$ cat src/rtl/char_mem_pkg.sv
// Shared types and helpers for the character glyph store.
//   load_state_e : serial loader states (idle, loading, done pulse)
//   clog2_min1   : address width for n entries, never below 1 bit
//   checker_bit  : reset value of cell (x, y) for a given base pattern
package char_mem_pkg;

    typedef enum logic [1:0] {
        StIdle = 2'd0,
        StLoad = 2'd1,
        StDone = 2'd2
    } load_state_e;

    function automatic int unsigned clog2_min1(input int unsigned n);
        return (n > 1) ? $clog2(n) : 1;
    endfunction

    function automatic logic checker_bit(input logic pattern, input int unsigned x,
                                         input int unsigned y);
        return pattern ^ (((x + y) % 2) == 1);
    endfunction

endpackage

$ cat src/rtl/char_glyph_loader.sv
// Serial glyph loader: accepts one pixel per load_valid in raster order (x fastest) and
// produces single-cell write strobes for the glyph array.
// Ports:
//   clock, rst_n          : clock, asynchronous active-low reset
//   load_start/load_glyph : begin loading the given glyph (ignored unless idle / in range)
//   load_valid/load_bit   : next pixel
//   load_abort            : abandon the load; written cells are kept
//   load_busy, load_done  : loader in LOAD state / one-cycle completion pulse
//   wr_en, wr_glyph, wr_x, wr_y, wr_bit : write port to the glyph array
module char_glyph_loader
    import char_mem_pkg::*;
#(
    parameter int unsigned NUM_GLYPHS = 4,
    parameter int unsigned GLYPH_W    = 4,
    parameter int unsigned GLYPH_H    = 5,
    localparam int unsigned GW = clog2_min1(NUM_GLYPHS),
    localparam int unsigned XW = clog2_min1(GLYPH_W),
    localparam int unsigned YW = clog2_min1(GLYPH_H)
) (
    input  logic          clock,
    input  logic          rst_n,
    input  logic          load_start,
    input  logic [GW-1:0] load_glyph,
    input  logic          load_valid,
    input  logic          load_bit,
    input  logic          load_abort,
    output logic          load_busy,
    output logic          load_done,
    output logic          wr_en,
    output logic [GW-1:0] wr_glyph,
    output logic [XW-1:0] wr_x,
    output logic [YW-1:0] wr_y,
    output logic          wr_bit
);

    localparam logic [GW:0]   NumGlyphsExt = (GW + 1)'(NUM_GLYPHS);
    localparam logic [XW-1:0] LastX        = XW'(GLYPH_W - 1);
    localparam logic [YW-1:0] LastY        = YW'(GLYPH_H - 1);

    load_state_e   state_q;
    logic [GW-1:0] glyph_q;
    logic [XW-1:0] lx_q;
    logic [YW-1:0] ly_q;
    logic          start_ok;

    assign start_ok = ({1'b0, load_glyph} < NumGlyphsExt);

    // Abort has priority: a bit presented with load_abort is dropped.
    assign wr_en    = (state_q == StLoad) && load_valid && !load_abort;
    assign wr_glyph = glyph_q;
    assign wr_x     = lx_q;
    assign wr_y     = ly_q;
    assign wr_bit   = load_bit;

    always_ff @(posedge clock or negedge rst_n) begin
        if (!rst_n) begin
            state_q   <= StIdle;
            glyph_q   <= '0;
            lx_q      <= '0;
            ly_q      <= '0;
            load_busy <= 1'b0;
            load_done <= 1'b0;
        end else begin
            load_done <= 1'b0;
            unique case (state_q)
                StIdle: begin
                    if (load_start && start_ok) begin
                        glyph_q   <= load_glyph;
                        lx_q      <= '0;
                        ly_q      <= '0;
                        state_q   <= StLoad;
                        load_busy <= 1'b1;
                    end
                end
                StLoad: begin
                    if (load_abort) begin
                        state_q   <= StIdle;
                        load_busy <= 1'b0;
                    end else if (load_valid) begin
                        if (lx_q == LastX) begin
                            lx_q <= '0;
                            if (ly_q == LastY) begin
                                state_q   <= StDone;
                                load_busy <= 1'b0;
                                load_done <= 1'b1;
                            end else begin
                                ly_q <= ly_q + 1'b1;
                            end
                        end else begin
                            lx_q <= lx_q + 1'b1;
                        end
                    end
                end
                StDone: begin
                    state_q <= StIdle;
                end
                default: begin
                    state_q   <= StIdle;
                    load_busy <= 1'b0;
                end
            endcase
        end
    end

endmodule

$ cat src/rtl/char_glyph_memory.sv
// Multi-glyph monochrome bitmap store with a fixed 2-cycle read pipeline and a serial
// loader that can rewrite any glyph while scan-out continues.
// Ports:
//   clock, rst_n                : clock, asynchronous active-low reset
//   rd_en, rd_glyph, rd_x, rd_y : read request (one per cycle, never stalls)
//   data_out, data_valid        : pixel and its valid, 2 cycles after rd_en
//   load_*                      : serial loader interface (see char_glyph_loader)
// Build option: CHAR_MEM_SPACING_EN blanks column GLYPH_W-1 on read (storage is unchanged).
module char_glyph_memory
    import char_mem_pkg::*;
#(
    parameter int unsigned NUM_GLYPHS    = 4,
    parameter int unsigned GLYPH_W       = 4,
    parameter int unsigned GLYPH_H       = 5,
    parameter logic        RESET_PATTERN = 1'b1,
    localparam int unsigned GW = clog2_min1(NUM_GLYPHS),
    localparam int unsigned XW = clog2_min1(GLYPH_W),
    localparam int unsigned YW = clog2_min1(GLYPH_H)
) (
    input  logic          clock,
    input  logic          rst_n,
    input  logic          rd_en,
    input  logic [GW-1:0] rd_glyph,
    input  logic [XW-1:0] rd_x,
    input  logic [YW-1:0] rd_y,
    output logic          data_out,
    output logic          data_valid,
    input  logic          load_start,
    input  logic [GW-1:0] load_glyph,
    input  logic          load_valid,
    input  logic          load_bit,
    input  logic          load_abort,
    output logic          load_busy,
    output logic          load_done
);

    localparam logic [GW:0] NumGlyphsExt = (GW + 1)'(NUM_GLYPHS);
    localparam logic [YW:0] HeightExt    = (YW + 1)'(GLYPH_H);
    localparam logic [XW:0] WidthExt     = (XW + 1)'(GLYPH_W);
`ifdef CHAR_MEM_SPACING_EN
    localparam logic [XW-1:0] LastX = XW'(GLYPH_W - 1);
`endif

    logic          wr_en;
    logic [GW-1:0] wr_glyph;
    logic [XW-1:0] wr_x;
    logic [YW-1:0] wr_y;
    logic          wr_bit;

    char_glyph_loader #(
        .NUM_GLYPHS (NUM_GLYPHS),
        .GLYPH_W    (GLYPH_W),
        .GLYPH_H    (GLYPH_H)
    ) u_loader (
        .clock      (clock),
        .rst_n      (rst_n),
        .load_start (load_start),
        .load_glyph (load_glyph),
        .load_valid (load_valid),
        .load_bit   (load_bit),
        .load_abort (load_abort),
        .load_busy  (load_busy),
        .load_done  (load_done),
        .wr_en      (wr_en),
        .wr_glyph   (wr_glyph),
        .wr_x       (wr_x),
        .wr_y       (wr_y),
        .wr_bit     (wr_bit)
    );

    // One flop per cell so each gets its own constant checkerboard reset value.
    logic [GLYPH_W-1:0] rows [NUM_GLYPHS][GLYPH_H];

    for (genvar g = 0; g < NUM_GLYPHS; g++) begin : g_glyph
        for (genvar y = 0; y < GLYPH_H; y++) begin : g_row
            for (genvar x = 0; x < GLYPH_W; x++) begin : g_cell
                logic cell_q;
                logic cell_we;

                assign cell_we = wr_en && (wr_glyph == GW'(g)) && (wr_y == YW'(y))
                                 && (wr_x == XW'(x));

                always_ff @(posedge clock or negedge rst_n) begin
                    if (!rst_n) begin
                        cell_q <= checker_bit(RESET_PATTERN, x, y);
                    end else if (cell_we) begin
                        cell_q <= wr_bit;
                    end
                end

                assign rows[g][y][x] = cell_q;
            end
        end
    end

    // Stage 1: row select. Sampling before the write edge gives old-data on a same-cycle
    // read/write of one cell.
    logic [GLYPH_W-1:0] rd_row;
    logic [GLYPH_W-1:0] s1_row_q;
    logic [XW-1:0]      s1_x_q;
    logic               s1_valid_q;

    always_comb begin
        rd_row = '0;
        if (({1'b0, rd_glyph} < NumGlyphsExt) && ({1'b0, rd_y} < HeightExt)) begin
            rd_row = rows[rd_glyph][rd_y];
        end
    end

    // Stage 2: bit select.
    logic s2_bit;

    always_comb begin
        s2_bit = 1'b0;
        if ({1'b0, s1_x_q} < WidthExt) begin
            s2_bit = s1_row_q[s1_x_q];
        end
`ifdef CHAR_MEM_SPACING_EN
        if (s1_x_q == LastX) begin
            s2_bit = 1'b0;
        end
`endif
    end

    always_ff @(posedge clock or negedge rst_n) begin
        if (!rst_n) begin
            s1_row_q   <= '0;
            s1_x_q     <= '0;
            s1_valid_q <= 1'b0;
            data_out   <= 1'b0;
            data_valid <= 1'b0;
        end else begin
            s1_row_q   <= rd_row;
            s1_x_q     <= rd_x;
            s1_valid_q <= rd_en;
            data_out   <= s1_valid_q & s2_bit;
            data_valid <= s1_valid_q;
        end
    end

endmodule

$ cat config.mk
export PLATFORM = sky130hd
export DESIGN_NAME = char_glyph_memory
export DESIGN_NICKNAME = d
export VERILOG_FILES = /design/src/rtl/char_mem_pkg.sv /design/src/rtl/char_glyph_loader.sv /design/src/rtl/char_glyph_memory.sv
export SDC_FILE = /design/constraint.sdc
export NUM_CORES = 1
export LEC_CHECK = 0
export BUFFER_PORTS_ARGS = -buffer_cell sky130_fd_sc_hd__buf_4
export CAP_MARGIN = 20
export CORE_ASPECT_RATIO = 1.25
export CORE_MARGIN = 1.5
export CORE_UTILIZATION = 55
export DETAILED_ROUTE_END_ITERATION = 8
export HOLD_SLACK_MARGIN = 0.05
export PLACE_DENSITY = 0.72
export SETUP_SLACK_MARGIN = 0.5
export SYNTH_ARGS = -nofsm -noshare
export SYNTH_HDL_FRONTEND = slang
export SYNTH_SLANG_ARGS = --single-unit
export TNS_END_PERCENT = 30
$ cat constraint.sdc
create_clock -name clock -period 2.4 [get_ports clock]
set_clock_uncertainty 0.1 [all_clocks]
set_input_delay 0.36 -clock clock [delete_from_list [all_inputs] [get_ports clock]]
set_output_delay 0.36 -clock clock [all_outputs]
set_load 0.03 [all_outputs]
==> results of run 1 <==
==> worst paths after layout <==
| check | from | slack, ps | cells after the start | to |
|---|---|---|---|---|
| max in group asynchronous | rst_n | 1050 | 3 | g_glyph[1].g_row[3].g_cell[3].cell_q$_DFFE_PN1P_ |
| setup reg to reg | u_loader.state_q[1]$_DFFE_PN0P_ | 480 | 5 | g_glyph[2].g_row[2].g_cell[1].cell_q$_DFFE_PN0P_ |
| hold reg to reg | s1_valid_q$_DFF_PN0_ | 270 | 0 | data_valid$_DFF_PN0_ |
| min in group asynchronous | rst_n | 380 | 2 | g_glyph[2].g_row[0].g_cell[1].cell_q$_DFFE_PN0P_ |
| hold / removal | load_glyph[0] | 120 | 3 | u_loader.wr_glyph[0]$_DFFE_PN0P_ |
| setup / recovery | u_loader.state_q[1]$_DFFE_PN0P_ | 480 | 5 | g_glyph[2].g_row[2].g_cell[1].cell_q$_DFFE_PN0P_ |
==> area by class of cell <==
type	count	area share [%]
multi-input cells	310	44.6
flip-flops and latches	100	41.2
repair buffers	43	5.97
clock buffers	10	3.85
well taps	126	2.54
clock inverters	6	1.41
inverters	8	0.484
==> Yosys cell counts (all sizes together) (8+ instances only) <==
library cell / n
mux2: 83
nand2: 73
dfrtp: 60
dfstp: 40
nand3: 39
mux2i: 33
buf: 19
clkbuf: 13
nor4: 13
ha: 9
a22oi: 8
inv: 8
==> critical path, stage by stage, from the launching register on <==
cell,delay (ps)
dfrtp_2,440
nand4bb_4,220
buf_12,190
nor4_2,400
nand2_1,130
mux2_2,300
==> state kept, by name, summed over array words and instances (netlist names) <==
| signal | count |
|---|---|
| u_loader.wr_y | 3 |
| data_out | 1 |
| u_loader.state_q | 2 |
| s1_valid_q | 1 |
| u_loader.load_done | 1 |
| u_loader.wr_glyph | 2 |
| s1_row_q | 4 |
| u_loader.wr_x | 2 |
| s1_x_q | 2 |
| u_loader.load_busy | 1 |
| data_valid | 1 |
| g_glyph.g_row.g_cell.cell_q | 80 |
==> power groups by stage <==
stage | clock network [mW] | logic [mW] | registers, mW
final | 1.57 | 1.45 | 2.15
after global routing | 1.67 | 1.57 | 2.19
after CTS | 1.61 | 1.25 | 2.14
after detailed placement | 0 | 1.22 | 2.17
after global placement | 0 | 1.20 | 2.16
after floorplan | 0 | 0.911 | 2.13
==> metrics by stage <==
stage / utilization, % / instances
6_report: 64.6 / 603
4_1_cts: 63.2 / 596
2_1_floorplan: - / 450
5_1_grt: 64.6 / 603
3_5_place_dp: 58.6 / 572
3_3_place_gp: 58.6 / 572
==> logic make-up after synthesis <==
group,count (synthesis),synth area share [%]
and+or+nand+nor,158,17.5
muxes,121,27.1
DFF,100,47.1
buffers and inverters,40,3.58
AOI/OAI and AO/OA,22,2.63
adders and majority gates,9,2.08
==> timing repair <==
item / CTS / global route
hold buffers: 4 / 0
endpoints found under the hold margin: 23 / 0
resized for setup: 6 / 20
setup buffers: 4 / 7
pin swaps: 2 / 6
endpoints found under the setup margin: 69 / 57
==> routing by layer <==
layer  wire [µm]  GRT usage, %
met5           0             0
met1        4890          30.0
met2        5840          39.6
met4         365          11.1
met3         272          3.73
==> summary.txt, run 1 <==
Status
  – Status: completed

Timing
  – RSZ-0062 raised after global routing: true
  – Setup TNS: 0 ps
  – Hold Fails Final Rpt: 0
  – Period utilization: 80.0%
  – Measured slew at the worst slew-check pin: 721 ps
  – Hold WS: 116 ps
  – Worst slew margin: 52.0%
  – Count of final max-slew check failures: 0
  – Final Critical Period: 1920 ps
  – Setup Viol. Count Final: 0
  – Fmax: 0.521 GHz
  – Final worst slack: 480 ps

Placed design
  – DP Area: 5630 µm²
  – Hpwl dp: 7250 µm
  – GPL Wtd Cong: 0.798
  – DP Worst Slack: 357 ps
  – IO buf count: 19

Routing
  – Post-DR wirelength/cell: 18.8 µm
  – Wirelength, routed: 11400 µm
  – Final ANT Viol Nets: 0
  – Drt drc: 0
  – Vias per cell: 5.85
  – Via Count: 3528
  – 1st-pass router iterations: 4
  – DR iter-0 viols: 211

Critical path
  – Crit-path max FO: 17
  – CP Class: reg2reg
  – WP data required: 2530 ps
  – Crit end category: flop
  – Critical Path Start Type: flop
  – CP arrival: 2050 ps

Clocking
  – Reg clk slew, reported paths: 60 ps
  – Worst skew pair latency: 350 ps
  – CTS Buf Count: 9
  – Clk buf depth: 2
  – Clk sinks: 100
  – H-tree levels: 3
  – Clock root cell: clkbuf_16
  – TritonCTS clock tree: built

Yosys
  – Synth async-reset ratio: 100%
  – EDFF count, synth: 0
  – Yosys warnings: 0
  – Synth area leader: dfrtp_1
  – Syn nets: 475
  – Top post-synthesis cells by area: dfrtp_1 28%, dfstp_2 19%, mux2_2 12%
  – Yosys reg bits: 100
  – Area share of the largest cell type after synthesis: 27.7%
  – Syn_area_per_cell: 12.0 µm²
  – Distinct cells, synth: 37
  – Main flop type after synthesis: dfrtp_1
  – Post-Syn Area: 5420 µm²
  – Sequential fraction of the synthesis area: 47.1%
  – Synth Instances: 450

Cells and area
  – Number of nets in the layout: 497
  – Design Area, Final: 6210 µm²
  – ANT cells: 0
  – Register area: 2560 µm²
  – Area occupied by multi-input gates: 2770 µm²
  – Fill cells: 751
  – Share of layout cells above drive strength 1: 44.7%
  – Most frequent cells in the layout: 73 x nand2_1, 57 x dfrtp_1, 56 x mux2_2, 40 x dfstp_2, 39 x nand3_1
  – Commonest non-fill, non-tap cell in the layout: nand2_1
  – Synthesis-to-finish area growth: 14.6%

Global route
  – Largest net degree at the start of global routing: 81
  – Initial antenna violation count: 0
  – Vias in the first global route: 3677
  – Global-route usage over all layers: 23.6%
  – Gr ovfl total: 0
  – First-pass GRT wire length: 18900 µm

Power
  – Power Density: 833 nW/µm²
  – Clk network pwr share: 30.4%
  – Switching Fraction: 31.8%
  – Psw: 1.65 mW
  – Sequential share of power: 41.6%
  – Pwr Total: 5.17 mW
  – VDD IR max: 608 µV
  – Combinational share of power: 28.0%
  – Leak: 2.70 nW
  – Internal: 3.53 mW

Die
  – Num rows: 40
  – Die H: 114 µm
  – Core Region: 9610 µm²
  – Num ports: 20
  – Full die area: 10500 µm²
  – Die X: 91.8 µm
  – Initial Utilization: 56.4%

Run
  – Max Cap Viol: 0

Hold path
  – HP Class: in2reg
Power figures use the tool's default switching activity.
==> inputs of run 2 (changes only) <==
==> constraint.sdc (replaced) <==
create_clock -name clock -period 1.95 [get_ports clock]
set_clock_uncertainty 0.1 [all_clocks]
set_input_delay 0.2925 -clock clock [delete_from_list [all_inputs] [get_ports clock]]
set_output_delay 0.2925 -clock clock [all_outputs]
set_load 0.03 [all_outputs]
==> run 2 against run 1 <==
  * Count of clock-buffer cells in the layout unchanged
  * Combinational power increased by 21%
  * Sequential share of layout area decreased by 1.0 points
  * Largest power group unchanged
  * First-iteration DRC count decreased by 8.5%
  * Register-to-register slack got worse by 360 ps
  * Non-clock buffer count increased by 9
  * Sequential power increased by 23%
  * Clock power increased by 39%
==> summary.txt, run 2 (synthesized netlist as in run 1, its figures left out) <==
Timing
  – Measured slew at the worst slew-check pin: 430 ps
  – Count of final max-slew check failures: 0
  – Setup TNS: 0 ps
  – Final Critical Period: 1830 ps
  – RSZ-0062 raised after global routing: true
  – Setup Viol. Count Final: 0
  – Hold Fails Final Rpt: 0
  – Fmax: 0.547 GHz
  – Worst slew margin: 71.3%
  – Period utilization: 93.7%

Clocking
  – Clk buf depth: 2
  – CTS Buf Count: 9
  – Clk sinks: 100
  – Clock root cell: clkbuf_16
  – Reg clk slew, reported paths: 70 ps
  – TritonCTS clock tree: built
  – Worst skew pair latency: 350 ps
  – H-tree levels: 3

Power
  – Clk network pwr share: 33.3%
  – Sequential share of power: 40.1%
  – VDD IR max: 845 µV
  – Switching Fraction: 30.2%
  – Power Density: 1040 nW/µm²
  – Leak: 2.79 nW
  – Combinational share of power: 26.6%
  – Psw: 1.99 mW
  – Internal: 4.60 mW

Routing
  – Final ANT Viol Nets: 0
  – 1st-pass router iterations: 5
  – Post-DR wirelength/cell: 18.5 µm
  – Via Count: 3532
  – Wirelength, routed: 11300 µm
  – Vias per cell: 5.77
  – Drt drc: 0
  – DR iter-0 viols: 193

Placed design
  – DP Area: 5780 µm²
  – GPL Wtd Cong: 0.847
  – Hpwl dp: 7450 µm
  – IO buf count: 19

Cells and area
  – Top reg by flops: g_glyph.g_row.g_cell.cell_q
  – Share of layout cells above drive strength 1: 45.9%
  – Max reg flops: 80
  – Area occupied by multi-input gates: 2750 µm²
  – Fill cells: 734
  – Number of nets in the layout: 506
  – Design Area, Final: 6360 µm²
  – Synthesis-to-finish area growth: 17.4%
  – Register area: 2550 µm²
  – Commonest non-fill, non-tap cell in the layout: nand2_1
  – Most frequent cells in the layout: 73 x nand2_1, 59 x dfrtp_1, 56 x mux2_2, 40 x dfstp_2
  – ANT cells: 0

Critical path
  – CP Class: reg2reg
  – Critical Path Start Type: flop
  – CP arrival: 1970 ps
  – WP data required: 2090 ps
  – Crit-path max FO: 18
  – Crit end category: flop
  – R2R setup slack: 120 ps

Hold path
  – HP Class: in2reg

Run
  – Max Cap Viol: 0

Global route
  – Initial antenna violation count: 0
  – Gr ovfl total: 0
  – First-pass GRT wire length: 18500 µm
  – Largest net degree at the start of global routing: 49
  – Vias in the first global route: 3610
  – Global-route usage over all layers: 23.3%

Die
  – Num ports: 20
  – Die H: 114 µm
  – Num rows: 40
  – Die X: 91.8 µm
  – Initial Utilization: 56.4%
  – Full die area: 10500 µm²
  – Core Region: 9610 µm²

Status
  – Status: completed
[run 2: changes by cell type in the layout (fill, tap and decap cells not counted), moves of 2 or more]
cell,delta
buf_12,+4
nor4_2,+4
nor4_4,-4
buf_4,+3
bufinv_16,+2
dfrtp_1,+2
dfrtp_2,-2
ha_1,-2
ha_2,+2
[run 2: timing repair]
action,CTS,global route
endpoints found under the setup margin,89,91
pin swaps,7,0
buffers inserted,2,5
hold buffers,5,0
resized for setup,7,11
endpoints found under the hold margin,25,0
[run 2: per-layer routing]
metal,GRT usage (%),up-vias,share of wire [%]
li1,-,1652,-
met1,29.8,1794,44
met2,39.1,59,51
met3,3.93,27,3.2
met4,10.3,0,2.6
met5,0,-,0
[run 2: stage by stage]
step	cells	util [%]	hold WS, ps	worst slack [ps]	power, mW
after global routing	612	66.2	94.8	55.9	6.90
final	612	66.2	71.0	123	6.59
after floorplan	450	-	-103	235	3.77
after CTS	607	65.1	78.6	119	6.53
after global placement	584	60.2	148	82.4	4.18
after detailed placement	584	60.2	155	74.6	4.23
[run 2: final cells by class]
cell class / instances / share of cell area [%]
Clock buffer: 10 / 3.76
Clock inverter: 6 / 2.13
Inverter: 8 / 0.472
Multi-Input combinational cell: 310 / 43.2
Sequential cell: 100 / 40.2
Tap cell: 126 / 2.48
Timing Repair Buffer: 52 / 7.77
[run 2: worst paths after layout]
path                                                                    end  cells past startpoint                            start
max                        g_glyph[2].g_row[3].g_cell[0].cell_q$_DFFE_PN0P_                      7  u_loader.state_q[1]$_DFFE_PN0P_
max reg2reg                g_glyph[2].g_row[3].g_cell[0].cell_q$_DFFE_PN0P_                      7  u_loader.state_q[1]$_DFFE_PN0P_
min in group asynchronous  g_glyph[0].g_row[1].g_cell[2].cell_q$_DFFE_PN0P_                      2                            rst_n
min reg2reg                                            data_valid$_DFF_PN0_                      0             s1_valid_q$_DFF_PN0_
min                                        u_loader.wr_glyph[1]$_DFFE_PN0P_                      3                    load_glyph[1]
max in group asynchronous  g_glyph[3].g_row[4].g_cell[0].cell_q$_DFFE_PN1P_                      3                            rst_n
[run 2: worst max-delay path, cell delays in order (launching register included)]
cell and delay, ps:
dfrtp_1 390, nand4bb_4 210, buf_12 190, buf_12 140, nor3_4 160, buf_12 150
nand3_1 80, mux2_2 280
[run 2: power groups by stage]
| stage | Sequential, mW | Clock, mW | Combinational, mW |
|---|---|---|---|
| final | 2.64 | 2.19 | 1.75 |
| after global routing | 2.68 | 2.32 | 1.90 |
| after CTS | 2.64 | 2.23 | 1.67 |
| after detailed placement | 2.67 | 0 | 1.57 |
| after global placement | 2.65 | 0 | 1.53 |
| after floorplan | 2.62 | 0 | 1.15 |
